### config.mk
export PLATFORM = sky130hd
export DESIGN_NAME = adc128s022_responder
export DESIGN_NICKNAME = d
export VERILOG_FILES = /design/src/rtl/adc128_pkg.sv /design/src/rtl/sync_edge.sv /design/src/rtl/adc128s022_responder.sv
export SDC_FILE = /design/constraint.sdc
export NUM_CORES = 1
export LEC_CHECK = 0
export BUFFER_PORTS_ARGS = -buffer_cell sky130_fd_sc_hd__buf_2
export CORE_ASPECT_RATIO = 0.7
export CORE_MARGIN = 4
export CORE_UTILIZATION = 47
export DETAILED_ROUTE_END_ITERATION = 10
export GPL_TIMING_DRIVEN = 1
export PLACE_DENSITY = 0.77
export SETUP_SLACK_MARGIN = 0.2
export SYNTH_ARGS = -nofsm -noshare
export SYNTH_HDL_FRONTEND = slang
export SYNTH_HIERARCHICAL = 1
export SYNTH_SLANG_ARGS = --single-unit
### constraint.sdc
create_clock -name clock_50 -period 1.69 [get_ports clock_50]
set_input_delay 0 -clock clock_50 [delete_from_list [all_inputs] [get_ports clock_50]]
set_output_delay 0 -clock clock_50 [all_outputs]
set_load 0.005 [all_outputs]
### src/rtl/adc128_pkg.sv
// adc128_pkg
//   Shared types and constants for the ADC128S022 responder.
//   Frame layout: FRAME_BITS serial bits, LEAD_ZEROS zero bits followed by
//   the 12-bit sample, MSB first. The 3-bit channel address arrives on DIN
//   at rising sclk edges ADDR_FIRST_EDGE .. ADDR_FIRST_EDGE+2.
package adc128_pkg;

  localparam int FRAME_BITS      = 16;
  localparam int ADDR_FIRST_EDGE = 3;
  localparam int LEAD_ZEROS      = 4;

  typedef logic [2:0]  ch_t;
  typedef logic [11:0] sample_t;

  typedef enum logic {
    IDLE  = 1'b0,
    SHIFT = 1'b1
  } state_e;

  // Serial word for a sample: leading zeros, then the sample MSB first.
  function automatic logic [FRAME_BITS-1:0] make_word(input sample_t s);
    return {{LEAD_ZEROS{1'b0}}, s};
  endfunction

endpackage

### src/rtl/sync_edge.sv
// sync_edge
//   Multi-flop synchronizer for one asynchronous input, with single-cycle
//   rise/fall pulses derived from the synchronized value.
// Ports:
//   clk_i    in   system clock
//   rst_ni   in   asynchronous active-low reset
//   d_i      in   asynchronous input
//   level_o  out  synchronized level (STAGES flops after d_i)
//   rise_o   out  one-cycle pulse when level_o goes 0 -> 1
//   fall_o   out  one-cycle pulse when level_o goes 1 -> 0
// The pulses are combinational from level_o and its registered copy, so an
// action registered on a pulse lands STAGES+1 cycles after the pin edge.
module sync_edge #(
  parameter int   STAGES    = 2,
  parameter logic RESET_VAL = 1'b1
) (
  input  logic clk_i,
  input  logic rst_ni,
  input  logic d_i,
  output logic level_o,
  output logic rise_o,
  output logic fall_o
);

  logic [STAGES-1:0] sync_q;
  logic              prev_q;

  always_ff @(posedge clk_i or negedge rst_ni) begin
    if (!rst_ni) begin
      sync_q <= {STAGES{RESET_VAL}};
      prev_q <= RESET_VAL;
    end else begin
      sync_q <= {sync_q[STAGES-2:0], d_i};
      prev_q <= sync_q[STAGES-1];
    end
  end

  assign level_o = sync_q[STAGES-1];
  assign rise_o  = sync_q[STAGES-1] & ~prev_q;
  assign fall_o  = ~sync_q[STAGES-1] & prev_q;

endmodule

### src/rtl/adc128s022_responder.sv
// adc128s022_responder
//   Device side of the ADC128S022 serial interface, emulated in the
//   clock_50 domain. Samples come from a parallel per-channel bus.
// Ports:
//   clock_50       in   system clock
//   reset_n        in   asynchronous active-low reset
//   spi_cs_n       in   chip select (async)
//   spi_sclk       in   serial clock, idles high (async)
//   spi_saddr      in   DIN, channel address (async)
//   spi_sdat_o     out  DOUT value
//   spi_sdat_oe    out  DOUT enable, pad tristated when 0
//   ch_data        in   samples, channel k at [k*DATA_W +: DATA_W]
//   frame_done     out  one-cycle pulse at the 16th rising sclk edge
//   frame_ch       out  channel shifted out in that frame, valid with frame_done
//   frame_abort    out  one-cycle pulse when cs_n rises mid-frame
//   dbg_state_o    out  FSM state
//   dbg_next_ch_o  out  channel the next cs_n-started frame will return
// Interface behaviour: there is no valid/ready handshake. The initiator owns
// all timing: cs_n low frames the transfer, DOUT changes after each falling
// sclk edge and is sampled by the initiator on the rising edge, DIN is taken
// on rising edges. frame_done and frame_abort are unqualified single-cycle
// strobes with no backpressure.
module adc128s022_responder
  import adc128_pkg::*;
#(
  parameter int NUM_CH      = 8,
  parameter int DATA_W      = 12,
  parameter int SYNC_STAGES = 2
) (
  input  logic                     clock_50,
  input  logic                     reset_n,
  input  logic                     spi_cs_n,
  input  logic                     spi_sclk,
  input  logic                     spi_saddr,
  output logic                     spi_sdat_o,
  output logic                     spi_sdat_oe,
  input  logic [NUM_CH*DATA_W-1:0] ch_data,
  output logic                     frame_done,
  output ch_t                      frame_ch,
  output logic                     frame_abort,
  output state_e                   dbg_state_o,
  output ch_t                      dbg_next_ch_o
);

  localparam logic [3:0] LAST_EDGE = 4'(FRAME_BITS - 1);
  // Rising-count values (before increment) at which ADD2/ADD1/ADD0 arrive.
  localparam logic [3:0] ADD2_CNT  = 4'(ADDR_FIRST_EDGE - 1);
  localparam logic [3:0] ADD1_CNT  = 4'(ADDR_FIRST_EDGE);
  localparam logic [3:0] ADD0_CNT  = 4'(ADDR_FIRST_EDGE + 1);

  // ---------------------------------------------------------------------
  // Input synchronizers
  // ---------------------------------------------------------------------
  logic sclk_level, sclk_rise, sclk_fall;
  logic cs_level, cs_rise, cs_fall;
  logic saddr_level, saddr_rise, saddr_fall;

  sync_edge #(.STAGES(SYNC_STAGES), .RESET_VAL(1'b1)) u_sync_sclk (
    .clk_i   (clock_50),
    .rst_ni  (reset_n),
    .d_i     (spi_sclk),
    .level_o (sclk_level),
    .rise_o  (sclk_rise),
    .fall_o  (sclk_fall)
  );

  sync_edge #(.STAGES(SYNC_STAGES), .RESET_VAL(1'b1)) u_sync_cs (
    .clk_i   (clock_50),
    .rst_ni  (reset_n),
    .d_i     (spi_cs_n),
    .level_o (cs_level),
    .rise_o  (cs_rise),
    .fall_o  (cs_fall)
  );

  sync_edge #(.STAGES(SYNC_STAGES), .RESET_VAL(1'b0)) u_sync_saddr (
    .clk_i   (clock_50),
    .rst_ni  (reset_n),
    .d_i     (spi_saddr),
    .level_o (saddr_level),
    .rise_o  (saddr_rise),
    .fall_o  (saddr_fall)
  );

  logic unused_sigs;
  assign unused_sigs = ^{sclk_level, saddr_rise, saddr_fall};

  // ---------------------------------------------------------------------
  // Sample selection
  // ---------------------------------------------------------------------
  sample_t samples [NUM_CH];

  for (genvar k = 0; k < NUM_CH; k++) begin : g_samples
    assign samples[k] = ch_data[k*DATA_W +: DATA_W];
  end

  // ---------------------------------------------------------------------
  // Frame state
  // ---------------------------------------------------------------------
  state_e                  state_q;
  logic [FRAME_BITS-1:0]   shreg_q;
  logic [3:0]              rise_cnt_q;
  logic [3:0]              fall_cnt_q;
  ch_t                     addr_q;      // address being assembled from DIN
  ch_t                     next_ch_q;   // channel for the next cs_n-started frame
  ch_t                     cur_ch_q;    // channel currently on the shifter
  ch_t                     rise_ch_q;   // channel of the frame the rising count belongs to
  logic                    sdat_q;
  logic                    sdat_oe_q;
  logic                    done_q;
  logic                    abort_q;
  ch_t                     frame_ch_q;
  logic [SYNC_STAGES-1:0]  settle_q;
  logic                    cs_armed_q;

  logic [FRAME_BITS-1:0]   start_word;
  logic [FRAME_BITS-1:0]   cont_word;

  assign start_word = make_word(samples[next_ch_q]);
  // In continuous mode the 16th falling edge precedes the 16th rising edge,
  // so the reload takes the fully assembled address (complete since rising
  // edge 5) rather than waiting for next_ch_q to update.
  assign cont_word  = make_word(samples[addr_q]);

  // The cs_n synchronizer resets to "high". If the pin is already low when
  // reset releases, the chain flushing to 0 would look like a fall and start
  // a frame mid-transfer. cs_armed_q only opens once the flushed chain shows
  // cs_n high, so a reset inside a frame waits for a genuine fall.
  always_ff @(posedge clock_50 or negedge reset_n) begin
    if (!reset_n) begin
      state_q    <= IDLE;
      shreg_q    <= '0;
      rise_cnt_q <= '0;
      fall_cnt_q <= '0;
      addr_q     <= '0;
      next_ch_q  <= '0;
      cur_ch_q   <= '0;
      rise_ch_q  <= '0;
      sdat_q     <= 1'b0;
      sdat_oe_q  <= 1'b0;
      done_q     <= 1'b0;
      abort_q    <= 1'b0;
      frame_ch_q <= '0;
      settle_q   <= '0;
      cs_armed_q <= 1'b0;
    end else begin
      done_q   <= 1'b0;
      abort_q  <= 1'b0;
      settle_q <= {settle_q[SYNC_STAGES-2:0], 1'b1};
      if (settle_q[SYNC_STAGES-1] && cs_level) begin
        cs_armed_q <= 1'b1;
      end

      case (state_q)
        IDLE: begin
          sdat_oe_q <= 1'b0;
          sdat_q    <= 1'b0;
          if (cs_fall && cs_armed_q) begin
            state_q    <= SHIFT;
            sdat_oe_q  <= 1'b1;
            shreg_q    <= start_word;
            sdat_q     <= start_word[FRAME_BITS-1];
            cur_ch_q   <= next_ch_q;
            rise_ch_q  <= next_ch_q;
            rise_cnt_q <= '0;
            fall_cnt_q <= '0;
          end
        end

        SHIFT: begin
          if (cs_rise) begin
            // cs_n rise has priority over any sclk edge in the same cycle.
            state_q   <= IDLE;
            sdat_oe_q <= 1'b0;
            sdat_q    <= 1'b0;
            if (rise_cnt_q != 4'd0) begin
              abort_q <= 1'b1;
            end
          end else begin
            if (sclk_rise) begin
              if (rise_cnt_q == ADD2_CNT) addr_q[2] <= saddr_level;
              if (rise_cnt_q == ADD1_CNT) addr_q[1] <= saddr_level;
              if (rise_cnt_q == ADD0_CNT) addr_q[0] <= saddr_level;
              if (rise_cnt_q == LAST_EDGE) begin
                // Count reaches 16: frame complete, count wraps to 0.
                rise_cnt_q <= '0;
                done_q     <= 1'b1;
                frame_ch_q <= rise_ch_q;
                next_ch_q  <= addr_q;
                rise_ch_q  <= addr_q;
              end else begin
                rise_cnt_q <= rise_cnt_q + 4'd1;
              end
            end
            if (sclk_fall) begin
              if (fall_cnt_q == LAST_EDGE) begin
                // 16th falling edge: start the following word.
                shreg_q    <= cont_word;
                sdat_q     <= cont_word[FRAME_BITS-1];
                cur_ch_q   <= addr_q;
                fall_cnt_q <= '0;
              end else begin
                shreg_q    <= {shreg_q[FRAME_BITS-2:0], 1'b0};
                sdat_q     <= shreg_q[FRAME_BITS-2];
                fall_cnt_q <= fall_cnt_q + 4'd1;
              end
            end
          end
        end

        default: begin
          state_q   <= IDLE;
          sdat_oe_q <= 1'b0;
          sdat_q    <= 1'b0;
        end
      endcase
    end
  end

  assign spi_sdat_o    = sdat_q;
  assign spi_sdat_oe   = sdat_oe_q;
  assign frame_done    = done_q;
  assign frame_ch      = frame_ch_q;
  assign frame_abort   = abort_q;
  assign dbg_state_o   = state_q;
  assign dbg_next_ch_o = next_ch_q;

endmodule

==> run_results.csv <==
group,metric,value,unit
clock_tree,clock-sinks,51,
drt,avgRoutedWirePerCell,23.7,um
floorplanning,die_width,114,um
floorplanning,ios,112,
finish,final_common_cell,"buf_2",
grt,grt_pass1_wl,18.3,mm
finish,fin_nets,598,
finish,final_cells,592,
sta,min_period,1800,ps
grt,antenna_found_initial,0,
critical_path,endpoint_kind,"register",
grt,grt_pass1_vias,3568,
clock_tree,cts_made_buffers,5,
clock_tree,cts.clk_slew.worst_paths,100,ps
synthesis,syn_area_per_cell,10.9,um^2
critical_path,path_max_fanout,5,
floorplanning,die_height,82.1,um
synthesis,synth.cell_area,3690,um^2
placed_design,place.gp.congestion,0.903,
finish,fin_util,0.724,
critical_path,start_kind,"register",
sta,finalSetupViolCount,13,
grt,grt_max_degree,30,
sta,finalMaxSlewViolations,0,
power,power_density,794,nW/um^2
finish,finalInstanceArea,5400,um^2
drt,num_vias,3951,
floorplanning,dieArea,9350,um^2
placed_design,place_hpwl,8.42,mm
drt,drc,0,
drt,postRouteAntennaNets,0,
sta,finalClockSkew,15.4,ps
power,ir_drop,0.000546,V
floorplanning,rows,26,
placed_design,portBuffers,111,
sta,hold_viol,0,
drt,wl,14.0,mm
clock_tree,root_buffer,"clkbuf_8",
floorplanning,start_util,0.495,
sta,fmax,556,MHz
grt,grt_overflow_total,0,
synthesis,yosysWarnings,6,
grt,grt_use_total,0.251,
finish,layout_common_cells,"buf_2 (111), mux2i_1 (50), dfrtp_1 (44)",
placed_design,placedCellCount,557,
floorplanning,core_area,7450,um^2
status,outcome,"complete, but fails checks",
finish,antenna_cells,0,
flow_run,cap_violations,0,
critical_path,cp.required,1900,ps
synthesis,synth.net_count,445,
placed_design,place_area,4580,um^2
sta,fin_crit_sh,1.06,
clock_tree,h-tree-depth,2,
critical_path,arrival,2010,ps
synthesis,netlist_instances,340,
finish,syn_to_final_growth,46.2,%
sta,setup-tns-final,-390,ps
status,violations,"setup timing",
clock_tree,tritoncts,"yes",
critical_path,path_class,"register to register",
finish,layout-drive-gt1-share,0.536,
drt,vias_per_cell,6.67,
power,power_leakage,2.23,nW
sta,fin_ws,-107,ps
drt,drt_iter0_drc,554,
clock_tree,insertion_delay,310,ps
clock_tree,cts.path.max_buffers,2,
hold_path,min_path_type,"input pin to register",
sta,rsz0062_at_grt,"yes",
drt,drtPass1Iterations,6,
==> worst max-delay path, cell delays in order, from the launching register on <==
cell       delay, ps
dfstp_2          570
and2b_2          210
nand3b_1         190
and2_4           270
clkbuf_16        170
a21oi_2           40
a31oi_1          240
==> routing by layer <==
layer,share of wire,GRT usage
met1,0.38,0.344
met2,0.46,0.404
met3,0.11,0.0575
met4,0.046,0.0724
met5,0,0
==> path summary, 6_finish.rpt <==
path                                      from                   to  slack, ps  depth (start not counted)
setup / recovery           u_sync_cs/sync_q[1]          shreg_q[11]       -110                          6
hold / removal                     ch_data[60]           shreg_q[0]        200                          5
setup reg to reg           u_sync_cs/sync_q[1]          shreg_q[11]       -110                          6
hold reg to reg            u_sync_cs/sync_q[0]  u_sync_cs/sync_q[1]        360                          0
max in group asynchronous              reset_n  u_sync_cs/sync_q[0]       1140                          3
min in group asynchronous              reset_n           spi_sdat_o        210                          3
==> sequential cells by signal (all words and copies together) (netlist names), 2 cells and up <==
signal	cells
frame_ch	3
u_sync_cs/sync_q	2
fall_cnt_q	4
dbg_next_ch_o	3
u_sync_saddr/sync_q	2
rise_ch_q	3
settle_q	2
u_sync_sclk/sync_q	2
rise_cnt_q	4
addr_q	3
shreg_q	15
==> metrics by stage <==
| step | setup slack, ps | hold WS (ps) | power (W) |
|---|---|---|---|
| 6_report | -107 | 197 | 0.00429 |
| 5_1_grt | -179 | 202 | 0.00444 |
| 4_1_cts | 27.7 | 193 | 0.00392 |
| 3_5_place_dp | -443 | 0.861 | 0.00298 |
| 3_3_place_gp | -383 | 16.7 | 0.00292 |
| 2_1_floorplan | 130 | -296 | 0.00248 |
==> where the power goes <==
group | internal (W) | switching, W | total, W
logic | 0.000921 | 0.000891 | 0.00181
clock network | 0.000337 | 0.000423 | 0.000760
registers | 0.00148 | 0.000237 | 0.00171
==> cell type report <==
class                           instances  area, um^2
Multi-Input combinational cell        256        2570
Fill cell                             448        2050
Timing Repair Buffer                  173        1300
Sequential cell                        51        1280
Tap cell                               98         123
Clock buffer                            7        86.3
Inverter                                6        22.5
Clock inverter                          1        8.76
==> timing repair <==
item	CTS	global route
setup endpoints to repair	34	35
cloned	4	5
resized for setup	57	41
setup buffers	8	6
pin swaps	9	16
hold buffers	4	0
hold endpoints to repair	51	0
Note: power is estimated with default switching activity, not from simulation.
